<file path="config.mk">
export PLATFORM = sky130hd
export DESIGN_NAME = des_decrypt_iter
export DESIGN_NICKNAME = d
export VERILOG_FILES = /design/src/rtl/des_pkg.sv /design/src/rtl/des_key_sched_rev.sv /design/src/rtl/des_round_f.sv /design/src/rtl/des_decrypt_iter.sv
export SDC_FILE = /design/constraint.sdc
export NUM_CORES = 1
export LEC_CHECK = 0
export BUFFER_PORTS_ARGS = -buffer_cell sky130_fd_sc_hd__buf_4
export CAP_MARGIN = 5
export CORE_MARGIN = 5
export CORE_UTILIZATION = 40
export DETAILED_ROUTE_END_ITERATION = 12
export SYNTH_ARGS = -nofsm -noshare
export SYNTH_HDL_FRONTEND = slang
export SYNTH_SLANG_ARGS = --single-unit
</file>
<file path="constraint.sdc">
create_clock -name clk -period 5.8 [get_ports clk]
set_input_delay 0.29 -clock clk [delete_from_list [all_inputs] [get_ports clk]]
set_output_delay 0.29 -clock clk [all_outputs]
set_load 0.01 [all_outputs]
</file>
<file path="src/rtl/des_pkg.sv">
// DES tables, permutation helpers and FSM state type shared by the decrypt datapath.
// Latency: none (package). Backpressure: none (package).
// Bit 0 is the MSB everywhere; tables keep the 1-based DES numbering.
package des_pkg;

    typedef enum logic [1:0] {IDLE, ROUND, DONE} state_t;

    localparam int IP_TBL [64] = '{
        58, 50, 42, 34, 26, 18, 10, 2,  60, 52, 44, 36, 28, 20, 12, 4,
        62, 54, 46, 38, 30, 22, 14, 6,  64, 56, 48, 40, 32, 24, 16, 8,
        57, 49, 41, 33, 25, 17,  9, 1,  59, 51, 43, 35, 27, 19, 11, 3,
        61, 53, 45, 37, 29, 21, 13, 5,  63, 55, 47, 39, 31, 23, 15, 7};

    localparam int FP_TBL [64] = '{
        40, 8, 48, 16, 56, 24, 64, 32,  39, 7, 47, 15, 55, 23, 63, 31,
        38, 6, 46, 14, 54, 22, 62, 30,  37, 5, 45, 13, 53, 21, 61, 29,
        36, 4, 44, 12, 52, 20, 60, 28,  35, 3, 43, 11, 51, 19, 59, 27,
        34, 2, 42, 10, 50, 18, 58, 26,  33, 1, 41,  9, 49, 17, 57, 25};

    localparam int E_TBL [48] = '{
        32,  1,  2,  3,  4,  5,   4,  5,  6,  7,  8,  9,
         8,  9, 10, 11, 12, 13,  12, 13, 14, 15, 16, 17,
        16, 17, 18, 19, 20, 21,  20, 21, 22, 23, 24, 25,
        24, 25, 26, 27, 28, 29,  28, 29, 30, 31, 32,  1};

    localparam int P_TBL [32] = '{
        16,  7, 20, 21, 29, 12, 28, 17,   1, 15, 23, 26,  5, 18, 31, 10,
         2,  8, 24, 14, 32, 27,  3,  9,  19, 13, 30,  6, 22, 11,  4, 25};

    localparam int PC1_TBL [56] = '{
        57, 49, 41, 33, 25, 17,  9,   1, 58, 50, 42, 34, 26, 18,
        10,  2, 59, 51, 43, 35, 27,  19, 11,  3, 60, 52, 44, 36,
        63, 55, 47, 39, 31, 23, 15,   7, 62, 54, 46, 38, 30, 22,
        14,  6, 61, 53, 45, 37, 29,  21, 13,  5, 28, 20, 12,  4};

    localparam int PC2_TBL [48] = '{
        14, 17, 11, 24,  1,  5,   3, 28, 15,  6, 21, 10,
        23, 19, 12,  4, 26,  8,  16,  7, 27, 20, 13,  2,
        41, 52, 31, 37, 47, 55,  30, 40, 51, 45, 33, 48,
        44, 49, 39, 56, 34, 53,  46, 42, 50, 36, 29, 32};

    localparam int SHIFT_ENC [16] = '{1, 1, 2, 2, 2, 2, 2, 2, 1, 2, 2, 2, 2, 2, 2, 1};
    // Right-rotate applied before decrypt round i+1 undoes encrypt round 17-i's left shift.
    localparam int REV_ROT [16] = '{0, 1, 2, 2, 2, 2, 2, 2, 1, 2, 2, 2, 2, 2, 2, 1};

    localparam int SBOX [8][64] = '{
        '{14,4,13,1,2,15,11,8,3,10,6,12,5,9,0,7,  0,15,7,4,14,2,13,1,10,6,12,11,9,5,3,8,
          4,1,14,8,13,6,2,11,15,12,9,7,3,10,5,0,  15,12,8,2,4,9,1,7,5,11,3,14,10,0,6,13},
        '{15,1,8,14,6,11,3,4,9,7,2,13,12,0,5,10,  3,13,4,7,15,2,8,14,12,0,1,10,6,9,11,5,
          0,14,7,11,10,4,13,1,5,8,12,6,9,3,2,15,  13,8,10,1,3,15,4,2,11,6,7,12,0,5,14,9},
        '{10,0,9,14,6,3,15,5,1,13,12,7,11,4,2,8,  13,7,0,9,3,4,6,10,2,8,5,14,12,11,15,1,
          13,6,4,9,8,15,3,0,11,1,2,12,5,10,14,7,  1,10,13,0,6,9,8,7,4,15,14,3,11,5,2,12},
        '{7,13,14,3,0,6,9,10,1,2,8,5,11,12,4,15,  13,8,11,5,6,15,0,3,4,7,2,12,1,10,14,9,
          10,6,9,0,12,11,7,13,15,1,3,14,5,2,8,4,  3,15,0,6,10,1,13,8,9,4,5,11,12,7,2,14},
        '{2,12,4,1,7,10,11,6,8,5,3,15,13,0,14,9,  14,11,2,12,4,7,13,1,5,0,15,10,3,9,8,6,
          4,2,1,11,10,13,7,8,15,9,12,5,6,3,0,14,  11,8,12,7,1,14,2,13,6,15,0,9,10,4,5,3},
        '{12,1,10,15,9,2,6,8,0,13,3,4,14,7,5,11,  10,15,4,2,7,12,9,5,6,1,13,14,0,11,3,8,
          9,14,15,5,2,8,12,3,7,0,4,10,1,13,11,6,  4,3,2,12,9,5,15,10,11,14,1,7,6,0,8,13},
        '{4,11,2,14,15,0,8,13,3,12,9,7,5,10,6,1,  13,0,11,7,4,9,1,10,14,3,5,12,2,15,8,6,
          1,4,11,13,12,3,7,14,10,15,6,8,0,5,9,2,  6,11,13,8,1,4,10,7,9,5,0,15,14,2,3,12},
        '{13,2,8,4,6,15,11,1,10,9,3,14,5,0,12,7,  1,15,13,8,10,3,7,4,12,5,6,11,0,14,9,2,
          7,11,4,1,9,12,14,2,0,6,10,13,15,3,5,8,  2,1,14,7,4,10,8,13,15,12,9,0,3,5,6,11}};

    function automatic logic [0:63] ip(input logic [0:63] x);
        logic [0:63] y;
        for (int i = 0; i < 64; i++) y[i] = x[IP_TBL[i] - 1];
        return y;
    endfunction

    function automatic logic [0:63] fp(input logic [0:63] x);
        logic [0:63] y;
        for (int i = 0; i < 64; i++) y[i] = x[FP_TBL[i] - 1];
        return y;
    endfunction

    function automatic logic [0:47] e_exp(input logic [0:31] x);
        logic [0:47] y;
        for (int i = 0; i < 48; i++) y[i] = x[E_TBL[i] - 1];
        return y;
    endfunction

    function automatic logic [0:31] p_perm(input logic [0:31] x);
        logic [0:31] y;
        for (int i = 0; i < 32; i++) y[i] = x[P_TBL[i] - 1];
        return y;
    endfunction

    function automatic logic [0:55] pc1(input logic [0:63] x);
        logic [0:55] y;
        for (int i = 0; i < 56; i++) y[i] = x[PC1_TBL[i] - 1];
        return y;
    endfunction

    function automatic logic [0:47] pc2(input logic [0:55] x);
        logic [0:47] y;
        for (int i = 0; i < 48; i++) y[i] = x[PC2_TBL[i] - 1];
        return y;
    endfunction

    // Row is the outer bit pair of each 6-bit group, column the inner four.
    function automatic logic [0:31] sbox_layer(input logic [0:47] x);
        logic [0:31] y;
        logic [0:5]  b;
        for (int i = 0; i < 8; i++) begin
            b = x[6*i +: 6];
            y[4*i +: 4] = 4'(SBOX[i][{b[0], b[5], b[1:4]}]);
        end
        return y;
    endfunction

endpackage

</file>
<file path="src/rtl/des_key_sched_rev.sv">
// Reverse DES key schedule step: right-rotates C/D for the given decrypt round, emits its subkey.
// Latency: combinational. Backpressure: none.
// Round index 0 (K16) applies no rotation; the rotated halves feed the next step.
module des_key_sched_rev
    import des_pkg::*;
(
    input  logic [0:27] c,
    input  logic [0:27] d,
    input  logic [3:0]  round_idx,
    output logic [0:27] c_next,
    output logic [0:27] d_next,
    output logic [0:47] subkey
);

    int rot;

    always_comb begin
        rot    = REV_ROT[round_idx];
        c_next = (c >> rot) | (c << (28 - rot));
        d_next = (d >> rot) | (d << (28 - rot));
        subkey = pc2({c_next, d_next});
    end

endmodule

</file>
<file path="src/rtl/des_round_f.sv">
// DES Feistel f-function: E-expansion, key XOR, S-boxes, P permutation.
// Latency: combinational. Backpressure: none.
// One instance per unrolled round.
module des_round_f
    import des_pkg::*;
(
    input  logic [0:31] r,
    input  logic [0:47] k,
    output logic [0:31] f
);

    assign f = p_perm(sbox_layer(e_exp(r) ^ k));

endmodule

</file>
<file path="src/rtl/des_decrypt_iter.sv">
// Iterative DES decryption: ROUNDS_PER_CYCLE Feistel rounds per clock, subkeys K16..K1.
// Latency: 16/ROUNDS_PER_CYCLE cycles from accept to out_valid; one job in flight.
// Backpressure: in_ready only in IDLE; result held in DONE until out_ready.
module des_decrypt_iter
    import des_pkg::*;
#(
    parameter int ROUNDS_PER_CYCLE = 1
)
(
    input  logic        clk,
    input  logic        rst_n,
    input  logic        in_valid,
    output logic        in_ready,
    input  logic [0:63] in_data,
    input  logic [0:63] in_key,
    output logic        out_valid,
    input  logic        out_ready,
    output logic [0:63] out_data,
    output logic        busy
);

    if (!(ROUNDS_PER_CYCLE == 1 || ROUNDS_PER_CYCLE == 2 || ROUNDS_PER_CYCLE == 4)) begin : g_bad_rpc
        $error("des_decrypt_iter: ROUNDS_PER_CYCLE must be 1, 2 or 4");
    end

    localparam int         CYCLES   = 16 / ROUNDS_PER_CYCLE;
    localparam logic [3:0] LAST_CNT = 4'(CYCLES - 1);

    state_t      state_q, state_d;
    logic [3:0]  cnt_q;
    logic [0:31] l_q, r_q;
    logic [0:27] c_q, d_q;
    logic [0:63] out_data_q;
    logic        out_valid_q;
    logic [0:63] ip_in;
    logic [0:55] pc1_key;

    logic [0:31] l_s [ROUNDS_PER_CYCLE+1];
    logic [0:31] r_s [ROUNDS_PER_CYCLE+1];
    logic [0:27] c_s [ROUNDS_PER_CYCLE+1];
    logic [0:27] d_s [ROUNDS_PER_CYCLE+1];
    logic [0:47] k_s [ROUNDS_PER_CYCLE];
    logic [0:31] f_s [ROUNDS_PER_CYCLE];

    assign ip_in   = ip(in_data);
    assign pc1_key = pc1(in_key);

    assign l_s[0] = l_q;
    assign r_s[0] = r_q;
    assign c_s[0] = c_q;
    assign d_s[0] = d_q;

    // Unrolled rounds share one cycle; key rotations chain through the same path.
    for (genvar j = 0; j < ROUNDS_PER_CYCLE; j++) begin : g_round
        logic [3:0] idx;
        assign idx = 4'(int'(cnt_q) * ROUNDS_PER_CYCLE + j);

        des_key_sched_rev u_ks (
            .c         (c_s[j]),
            .d         (d_s[j]),
            .round_idx (idx),
            .c_next    (c_s[j+1]),
            .d_next    (d_s[j+1]),
            .subkey    (k_s[j])
        );

        des_round_f u_f (
            .r (r_s[j]),
            .k (k_s[j]),
            .f (f_s[j])
        );

        assign l_s[j+1] = r_s[j];
        assign r_s[j+1] = l_s[j] ^ f_s[j];
    end

    always_comb begin
        state_d   = state_q;
        in_ready  = (state_q == IDLE);
        busy      = (state_q != IDLE);
        out_valid = out_valid_q;
        out_data  = out_data_q;
        case (state_q)
            IDLE:    if (in_valid)            state_d = ROUND;
            ROUND:   if (cnt_q == LAST_CNT)   state_d = DONE;
            DONE:    if (out_ready)           state_d = IDLE;
            default:                          state_d = IDLE;
        endcase
    end

    always_ff @(posedge clk or negedge rst_n) begin
        if (!rst_n) begin
            state_q     <= IDLE;
            cnt_q       <= '0;
            l_q         <= '0;
            r_q         <= '0;
            c_q         <= '0;
            d_q         <= '0;
            out_data_q  <= '0;
            out_valid_q <= 1'b0;
        end else begin
            state_q <= state_d;
            case (state_q)
                IDLE: begin
                    if (in_valid) begin
                        l_q   <= ip_in[0:31];
                        r_q   <= ip_in[32:63];
                        c_q   <= pc1_key[0:27];
                        d_q   <= pc1_key[28:55];
                        cnt_q <= '0;
                    end
                end
                ROUND: begin
                    l_q   <= l_s[ROUNDS_PER_CYCLE];
                    r_q   <= r_s[ROUNDS_PER_CYCLE];
                    c_q   <= c_s[ROUNDS_PER_CYCLE];
                    d_q   <= d_s[ROUNDS_PER_CYCLE];
                    cnt_q <= cnt_q + 4'd1;
                    if (cnt_q == LAST_CNT) begin
                        // Final swap folded into the concatenation order.
                        out_data_q  <= fp({r_s[ROUNDS_PER_CYCLE], l_s[ROUNDS_PER_CYCLE]});
                        out_valid_q <= 1'b1;
                    end
                end
                DONE: begin
                    if (out_ready) out_valid_q <= 1'b0;
                end
                default: ;
            endcase
        end
    end

endmodule

</file>
# == Yosys cells after proc, flatten, opt, wreduce, memory -nomap -nowiden ==
# Memory sizes are Yosys's and may differ from the RTL's.
# Cells that the tools add are included.
# totals
ff_bits,191
romBits,16896
input_bits,132
mem_count,9
# mem_list
name,depth,word_bits,rd,rd_ports_with_merged_regs,write_ports,line,source
(name not given),64,32,1,0,0,des_pkg.sv:106,"y[4*i +: 4] = 4'(SBOX[i][{b[0], b[5], b[1:4]}]);"
(name not given),64,32,1,0,0,des_pkg.sv:106,
(name not given),64,32,1,0,0,des_pkg.sv:106,
(name not given),64,32,1,0,0,des_pkg.sv:106,
(name not given),64,32,1,0,0,des_pkg.sv:106,
(name not given),64,32,1,0,0,des_pkg.sv:106,
+3 memories,n/a,n/a,n/a,n/a,n/a,n/a,
# classes
add_sub_neg,2
magnitude_cmp,9
eq_ne,6
shift,4
n_mux,35
bitwise,13
reduce_logical,8
# ops
op,n
$mux W32,4
$pmux W32 S2,2
$pmux W28 S2,2
$mux W4,17
$shl A28 B32 Y28,2
$shr A28 B32 Y28,2
$ge A7 B7 Y1 const B,8
$mux W28,2
$not A6 Y7,8
$or A28 B28 Y28,2
$xor A48 B48 Y48,1
$sub A6 B32 Y32 const A,1
$xor A32 B32 Y32,1
$pmux W4 S2,1
$mux W2,3
$ne A2 B2 Y1 const B,3
$pmux W2 S3,1
$reduce_and A3 Y1,2
$reduce_bool A2 Y1,3
$ge A5 B5 Y1 const B,1
$not A4 Y5,1
$add A4 B1 Y4 const B,1
$eq A4 B4 Y1 const B,1
$reduce_and A2 Y1,2
other kinds (5),6

# == Longest topological paths before layout ==
# Gate-level depths: netlist (run 1).
# logic_depth
word_depth,14
ltp_mapped,28

# == Modules after synthesis ==
# Synthesis (run 1) repeated with hierarchy kept, for this count alone.
# unflattened
cells_unflattened,1690
area_unflattened_um2,15763.9
# modules_own_cells
module,n_inst,cells_each,area_per_inst_um2,seq_area_each_um2
des_decrypt_iter,1,744,8359.3,4779.6
des_round_f,1,675,5236.3,0.0
des_key_sched_rev,1,271,2168.3,0.0

# == Least setup slack after synthesis (run 1) ==
# No wires, ideal clock.
# synth_path
path_type,reg-to-reg
start,register cnt_q[1]
end,register r_q[5] in the netlist's numbering
arrival_time_ps,5744
slack_ps,-70
stages_incl_launch_ff,28
path_buffers,9
period_less_slack_ps,5870
path_cell_list,dfrtp_1 -> clkbuf_1 -> inv_1 -> ha_1 -> mux2i_4 -> o21ai_4 -> inv_2 -> buf_2 -> buf_6 -> buf_2 -> buf_6 -> clkbuf_1 -> clkbuf_1 -> ha_1 -> nor3b_1 -> o211ai_1 -> o2111ai_1 -> a21oi_1 -> or2_1 -> buf_2 -> ha_1 -> clkbuf_1 -> inv_1 -> and3_1 -> a2111oi_0 -> a221oi_2 -> xnor2_1 -> a221o_1
# synth_via
elab_chain_cells,14
# synth_lines
element,line,source
"start, declared",des_decrypt_iter.sv:30,logic [3:0] cnt_q;
"start signal, assigned",des_decrypt_iter.sv:118,cnt_q <= cnt_q + 4'd1;
$not A4 Y5 (not written as such) (*),des_key_sched_rev.sv:18,rot = REV_ROT[round_idx];
$mem_v2 Z16 W32 (*),n/a,
$mux W32 (not written as such) (*) (2 in series),des_key_sched_rev.sv:18,
$sub A6 B32 Y32,des_key_sched_rev.sv:19,c_next = (c >> rot) | (c << (28 - rot));
$shl A28 B32 Y28,des_key_sched_rev.sv:19,
$or A28 B28 Y28 (*),des_key_sched_rev.sv:19,
$xor A48 B48 Y48 (*),des_round_f.sv:12,assign f = p_perm(sbox_layer(e_exp(r) ^ k));
$not A6 Y7 (not written as such) (*),des_pkg.sv:106,
$mem_v2 Z64 W32 (*),n/a,
$mux W4 (not written as such) (*) (2 in series),des_pkg.sv:106,
$xor A32 B32 Y32 (*),des_decrypt_iter.sv:74,assign r_s[j+1] = l_s[j] ^ f_s[j];
$pmux W32 S2 (*),des_decrypt_iter.sv:103,case (state_q)
"end signal, assigned",des_decrypt_iter.sv:107,r_q <= ip_in[32:63];
"end signal, assigned",des_decrypt_iter.sv:115,r_q <= r_s[ROUNDS_PER_CYCLE];
"end, declared",des_decrypt_iter.sv:31,"logic [0:31] l_q, r_q;"
# Every way passes the cells marked *; elsewhere a longest branch is shown, timed or not. The select of a mux whose other input is x is not followed.
# A chain may end at the register's enable or synchronous reset.

# == Worst setup path in the final report (run 1) ==
# layout_path
start,register cnt_q[0]
end,register out_data_q (netlist bit out_data[15])
# layout_via
elab_chain_cells,13
# layout_lines
element,line,source
$not A4 Y5 (not written as such),des_key_sched_rev.sv:18,
$mem_v2 Z16 W32,n/a,
$mux W32 (not written as such) (2 in series),des_key_sched_rev.sv:18,
$sub A6 B32 Y32,des_key_sched_rev.sv:19,
$shl A28 B32 Y28,des_key_sched_rev.sv:19,
$or A28 B28 Y28,des_key_sched_rev.sv:19,
$xor A48 B48 Y48,des_round_f.sv:12,
$not A6 Y7 (not written as such),des_pkg.sv:106,
$mem_v2 Z64 W32,n/a,
$mux W4 (not written as such) (2 in series),des_pkg.sv:106,
$xor A32 B32 Y32,des_decrypt_iter.sv:74,
"end signal, assigned",des_decrypt_iter.sv:121,"out_data_q <= fp({r_s[ROUNDS_PER_CYCLE], l_s[ROUNDS_PER_CYCLE]});"
"end, declared",des_decrypt_iter.sv:33,logic [0:63] out_data_q;
# Several ways; a longest one is shown, not always the timed one. The select of a mux whose other input is x is not followed.

==> results of run 1 <==
state kept, by name (all words and copies together) (netlist names):
signal and cells:
out_data 64, l_q 32, r_q 32, c_q 28
d_q 28, cnt_q 4, state_q 2, out_valid 1
worst register-to-register path: cells and delay by family (launching register included):
| family | cells | cell delay, ps |
|---|---|---|
| and+or+nand+nor | 7 | 2070 |
| muxes | 2 | 510 |
| DFF | 1 | 480 |
| xor gates and xnor gates | 1 | 80 |
| buffers and inverters | 3 | 460 |
| AOI/OAI and AO/OA | 3 | 420 |
| adders and majority gates | 3 | 1070 |
cell usage in the layout, fill, tap and decap left out, types with 21 or more instances in the layout:
master	netlist	final
a21oi_1	130	130
nand2_1	234	231
mux2_2	22	22
and4_1	21	21
mux2i_1	60	60
nand3_1	42	42
dfrtp_1	191	189
nor3_1	43	43
o22a_1	41	41
o21ai_0	89	88
xnor2_1	63	63
ha_1	64	64
a22oi_1	25	25
nor2_1	124	121
a211oi_1	47	47
o22ai_1	115	115
o211ai_1	74	74
a2bb2oi_1	23	23
inv_1	65	64
a31oi_1	25	25
o21ai_1	35	35
buf_4	14	258
routing by layer:
| layer | vias up | track usage |
|---|---|---|
| met4 | 2 | 0.1069 |
| met3 | 117 | 0.05377 |
| met2 | 795 | 0.4640 |
| met5 | - | 0 |
| met1 | 9190 | 0.3856 |
| li1 | 8456 | - |
repair_timing:
action	4_1_cts	5_1_grt
hold buffers	2	0
endpoints found under the hold margin	31	0
endpoints found under the setup margin	0	0
through the flow:
stage | hold WS [ps] | worst slack (ps)
3_5_place_dp | 210.7 | 645.9
3_3_place_gp | 205.8 | 673.6
4_1_cts | 29.29 | 607.1
5_1_grt | 39.10 | 253.1
2_1_floorplan | -5.591 | 22.30
6_report | 42.75 | 568.7
cells by family after synthesis:
family,count (synthesis)
buffers and inverters,268
DFF,191
adders and majority gates,64
muxes,97
xor gates and xnor gates,84
and+or+nand+nor,628
AOI/OAI and AO/OA,825
worst paths after layout:
path,from,endpoint,cells after the start
min reg2reg,out_data[50],out_data[50],2
max in group asynchronous,rst_n,out_data[31],3
max,cnt_q[0],out_data[15],19
min in group asynchronous,rst_n,c_q[24],2
max reg2reg,cnt_q[0],out_data[15],19
min,in_data[44],r_q[18],3
layout make-up:
| cell class | count | area (um^2) | share of cell area |
|---|---|---|---|
| well taps | 592 | 740.7 | 0.03647 |
| repair buffers | 264 | 2031 | 0.09998 |
| clock buffers | 17 | 425.4 | 0.02095 |
| inverters | 77 | 289.0 | 0.01423 |
| flip-flops and latches | 191 | 4782 | 0.2354 |
| clock inverters | 14 | 175.2 | 0.008624 |
| multi-input cells | 1698 | 11870 | 0.5843 |
==> flow_metrics.py, run 1 <==
metrics = {
    "outcome": {
        "outcome": "completed",
    },
    "route": {
        "routedWlPerCell_um": 25.23,
        "vias": 18560,
        "drc_errors": 0,
        "firstDrtPassIters": 6,
        "route.met2.wl_mm": 33.54,
        "drtIter0Drc": 2070,
        "routedLengthMet1_mm": 30.31,
        "wl_met3_mm": 5.206,
        "drtAntennaViolNets": 0,
        "vias_per_cell": 6.505,
        "routed.top_layer": "met5",
        "wl_mm": 71.99,
    },
    "setup_path": {
        "cp-end-kind": "register",
        "crit_top_cell": "ha_1",
        "crit_chain": "ha_1 > or3b_4 > o21ai_4 > inv_2 > ha_1 > nor2b_1 > nand2_1 > mux2i_1 > or4_1 > nand2_2 > ha_1 > buf_4 > nand2_2 > o211ai_1 > o2111a_1 > nor4_2 > buf_4 > xnor2_1 > mux2_2",
        "cp_data_arrival_time_ps": 5590,
        "path_class": "register to register",
        "critical_path.top_delay_family": "simple AND/OR/NAND/NOR gates",
        "path_buf_inv": 3,
        "cp-start-kind": "register",
        "rrSetupSlack_ps": 570,
        "cpPeakStageDelay_ps": 540,
        "crit_fanout": 20,
        "crit_slowest_cell": "or3b_4",
        "cp.required_ps": 6160,
    },
    "final_layout": {
        "area_delta_synth_final_pct": 14.30,
        "n_antenna_cell": 0,
        "final_cells": 2853,
        "post-route-util": 0.4603,
        "fin_area_mm2": 0.02031,
        "nets": 2445,
        "drive_gt1_frac": 0.1805,
        "fillerInstances": 4442,
    },
    "global_routing": {
        "grt_max_degree": 162,
        "grt_overflow": 0,
        "track_usage": 0.2875,
        "grt_pass1_wl_mm": 107.9,
        "grt_pass1_vias": 17270,
        "antenna_found_initial": 1,
    },
    "synth": {
        "avgSynthCellArea_um2": 8.238,
        "synth_top_cells_by_count": "nand2_1 (234), dfrtp_1 (191), a21oi_1 (130)",
        "synthTopCellsByArea": "dfrtp_1 (27%), nand2_1 (4.9%), ha_1 (4.5%), o22ai_1 (4.0%), a21oi_1 (3.7%)",
        "yosys.area_share.simple": 0.1805,
        "ys_seq_area_frac": 0.2690,
        "synth_area_leader_cell": "dfrtp_1",
        "syn-num-nets": 2353,
        "yosys_warnings": 0,
        "synth-main-ff-cell": "dfrtp_1",
        "ys_ff_latch": 191,
        "synth_top_family_by_area": "compound AO/OA/AOI/OAI gates",
        "synth_top_area_frac": 0.2690,
        "synthArstFlopShare": 1.000,
        "synth.most_common_cell": "nand2_1",
        "muxShareOfSynthArea": 0.06506,
        "synth-edff-count": 0,
        "synth_compound_area_frac": 0.3298,
        "ys_types": 102,
        "syn-cell-area_mm2": 0.01777,
        "synth_xor_area_frac": 0.04344,
        "synth_adder_area_share": 0.04506,
        "syn_inst": 2157,
    },
    "clock_network": {
        "tritoncts": "done",
        "cts_buffers": 17,
        "clock-sinks": 191,
        "post-cts-setup-buffers": 0,
        "ctsResizeCount": 0,
        "cts_buffer_depth": 2,
        "cts_root_buf": "clkbuf_16",
        "h-tree-depth": 4,
        "clk_latency_ps": 480,
        "path_clk_slew_ps": 90,
    },
    "timing": {
        "worst_pin_slew_ps": 1076,
        "clock.fmax_ghz": 0.1912,
        "slew_viol_final": 0,
        "finalHoldViolations": 0,
        "setup_violations": 0,
        "worst_clock_skew_ps": 20.86,
        "min_period_ps": 5231,
        "period_share": 0.9019,
        "rsz0062_at_grt": "no",
        "final.setup.tns_ps": 0,
        "slew_headroom": 0.2827,
    },
    "die": {
        "die_h_um": 220.8,
        "ios": 199,
        "std_cell_rows": 77,
        "start_util": 0.4027,
        "core_mm2": 0.04412,
        "die_x_um": 220.8,
        "die_area_mm2": 0.04874,
    },
    "placement": {
        "port_buffers": 190,
        "place.gp.congestion": 0.9192,
        "post-dp-hpwl_mm": 51.66,
        "dpl.cell_count": 2820,
        "place_area_mm2": 0.01969,
    },
    "flow_run": {
        "maxCapViolCount": 0,
    },
    "worst_hold_path": {
        "holdCritPathClass": "input port to register",
    },
}
Power of run 1 is left out: the tool's default activity adds up to more than one toggle a clock period on the data nets, which glitch-free logic cannot reach.
==> run 2: changes to the inputs <==
==> constraint.sdc (replaced) <==
create_clock -name clk -period 5.8 [get_ports clk]
set_input_delay 0.58 -clock clk [delete_from_list [all_inputs] [get_ports clk]]
set_output_delay 0.58 -clock clk [all_outputs]
set_load 0.01 [all_outputs]
==> run 2 against run 1 <==
  * First-iteration DRC count rose by 9.2%
  * Critical path depth fell by 4
  * Maximum frequency rose by 4.3%
  * Non-clock buffer count fell by 3
  * Count of clock-buffer cells in the layout rose by 1
  * Core utilization fell by 0.054 points
  * Highest routed layer is now met4
==> flow_metrics.py, run 2 (synthesis results as in run 1) <==
metrics = {
    "clock_network": {
        "ctsResizeCount": 0,
        "post-cts-setup-buffers": 0,
        "h-tree-depth": 4,
        "ctsHoldBuffers": 0,
        "clk_latency_ps": 510,
        "tritoncts": "done",
        "cts_buffers": 17,
        "path_clk_slew_ps": 90,
        "cts_root_buf": "clkbuf_16",
        "cts_buffer_depth": 2,
        "clock-sinks": 191,
    },
    "global_routing": {
        "track_usage": 0.2913,
        "antenna_found_initial": 3,
        "grt_pass1_vias": 17220,
        "grt_max_degree": 106,
        "grt_pass1_wl_mm": 108.4,
        "grt_overflow": 0,
    },
    "setup_path": {
        "cpPeakStageDelay_ps": 660,
        "cp-start-kind": "register",
        "cp.required_ps": 6140,
        "crit_fanout": 99,
        "crit_top_cell": "ha_1",
        "crit_slowest_cell": "mux4_2",
        "reg2reg_depth": 15,
        "crit_chain": "ha_1 > or3b_4 > o21ai_4 > buf_12 > mux4_2 > xnor2_1 > buf_4 > ha_1 > inv_1 > nor3_1 > a2111oi_0 > a31oi_1 > o22ai_1 > xor2_1 > o21ai_1",
        "worstReg2RegStart": "cnt_q[0]",
        "path_class": "register to register",
        "cp_data_arrival_time_ps": 5360,
        "worstSetupStartpoint": "cnt_q[0]",
        "cp-endpoint": "out_data[43]",
        "r2r-end": "out_data[43]",
        "rrSetupSlack_ps": 790,
        "cp-end-kind": "register",
    },
    "die": {
        "std_cell_rows": 77,
        "die_x_um": 220.8,
        "die_area_mm2": 0.04874,
        "start_util": 0.4027,
        "ios": 199,
        "die_h_um": 220.8,
        "core_mm2": 0.04412,
    },
    "worst_hold_path": {
        "holdCritPathClass": "input port to asynchronous set/reset pin",
    },
    "timing": {
        "worst_pin_slew_ps": 1133,
        "min_period_ps": 5014,
        "clock.fmax_ghz": 0.1994,
        "finalHoldViolations": 0,
        "period_share": 0.8645,
        "rsz0062_at_grt": "no",
        "worst_clock_skew_ps": 17.32,
        "slew_viol_final": 0,
        "setup_violations": 0,
        "final.setup.tns_ps": 0,
        "slew_headroom": 0.2447,
    },
    "route": {
        "drc_errors": 0,
        "firstDrtPassIters": 8,
        "wl_mm": 72.74,
        "drtIter0Drc": 2260,
        "drtAntennaViolNets": 0,
        "vias": 18490,
        "routedWlPerCell_um": 25.51,
        "vias_per_cell": 6.486,
    },
    "final_layout": {
        "nets": 2442,
        "layout_commonest_cell": "buf_4",
        "drive_gt1_frac": 0.1806,
        "n_antenna_cell": 0,
        "layout_common_cells": "buf_4 (258), nand2_1 (231), dfrtp_1 (189), a21oi_1 (130), nor2_1 (121)",
        "fillerInstances": 4397,
        "area_delta_synth_final_pct": 14.17,
        "largest_reg_flops": 64,
    },
    "placement": {
        "place.gp.congestion": 0.9273,
        "post-dp-hpwl_mm": 51.95,
        "port_buffers": 190,
    },
    "flow_run": {
        "maxCapViolCount": 0,
    },
    "outcome": {
        "outcome": "completed",
    },
}
[run 2: changes by cell type in the layout (fill, tap and decap cells not counted), sizes merged]
| cell | delta |
|---|---|
| clkbuf | +1 |
| buf | -1 |
| dlygate4sd3 | -2 |
| inv | +3 |
| clkinv | -4 |
| clkinvlp | +1 |
[run 2: critical path, delay by kind of cell, from the launching register on]
family / cells / cell delay (ps)
xor+xnor: 2 / 400
buf+inv: 3 / 830
flops: 1 / 480
compound gates: 5 / 1060
fa+ha+maj: 2 / 680
simple gates: 2 / 620
mux: 1 / 660
[run 2: layout make-up]
| class | instances | area, um^2 | share of cell area |
|---|---|---|---|
| Clock buffer | 18 | 439.2 | 0.02165 |
| Clock inverter | 14 | 177.7 | 0.008758 |
| Inverter | 77 | 289.0 | 0.01425 |
| Multi-Input combinational cell | 1698 | 11870 | 0.5850 |
| Sequential cell | 191 | 4782 | 0.2357 |
| Tap cell | 592 | 740.7 | 0.03651 |
| Timing Repair Buffer | 261 | 1991 | 0.09812 |
[run 2: metal layers]
layer / vias up / share of wire / GRT usage
met3: 135 / 0.067 / 0.03940
met5: - / 0 / 0
met2: 818 / 0.46 / 0.4643
li1: 8463 / - / -
met1: 9076 / 0.42 / 0.3954
met4: 0 / 0.045 / 0.1309
[run 2: how the worst min path moves through the flow]
stage	to	slack (ps)
floorplan	c_q[0]	280
global placement	out_data[60]	460
detailed placement	out_data[60]	470
CTS	d_q[4]	230
global route	state_q[1]	260
finish	d_q[4]	210
[run 2: per-stage QoR]
stage | setup WS [ps] | utilization | hold WS, ps | instances | cell area, um^2
2_1_floorplan | 22.30 | - | 284.4 | 2157 | 17770
3_3_place_gp | 933.6 | 0.4458 | 464.7 | 2819 | 19670
3_5_place_dp | 915.6 | 0.4458 | 465.1 | 2819 | 19670
4_1_cts | 858.5 | 0.4598 | 233.5 | 2851 | 20290
5_1_grt | 520.6 | 0.4598 | 259.4 | 2851 | 20290
6_report | 785.6 | 0.4598 | 214.6 | 2851 | 20290
Power of run 2 is left out for the same reason.
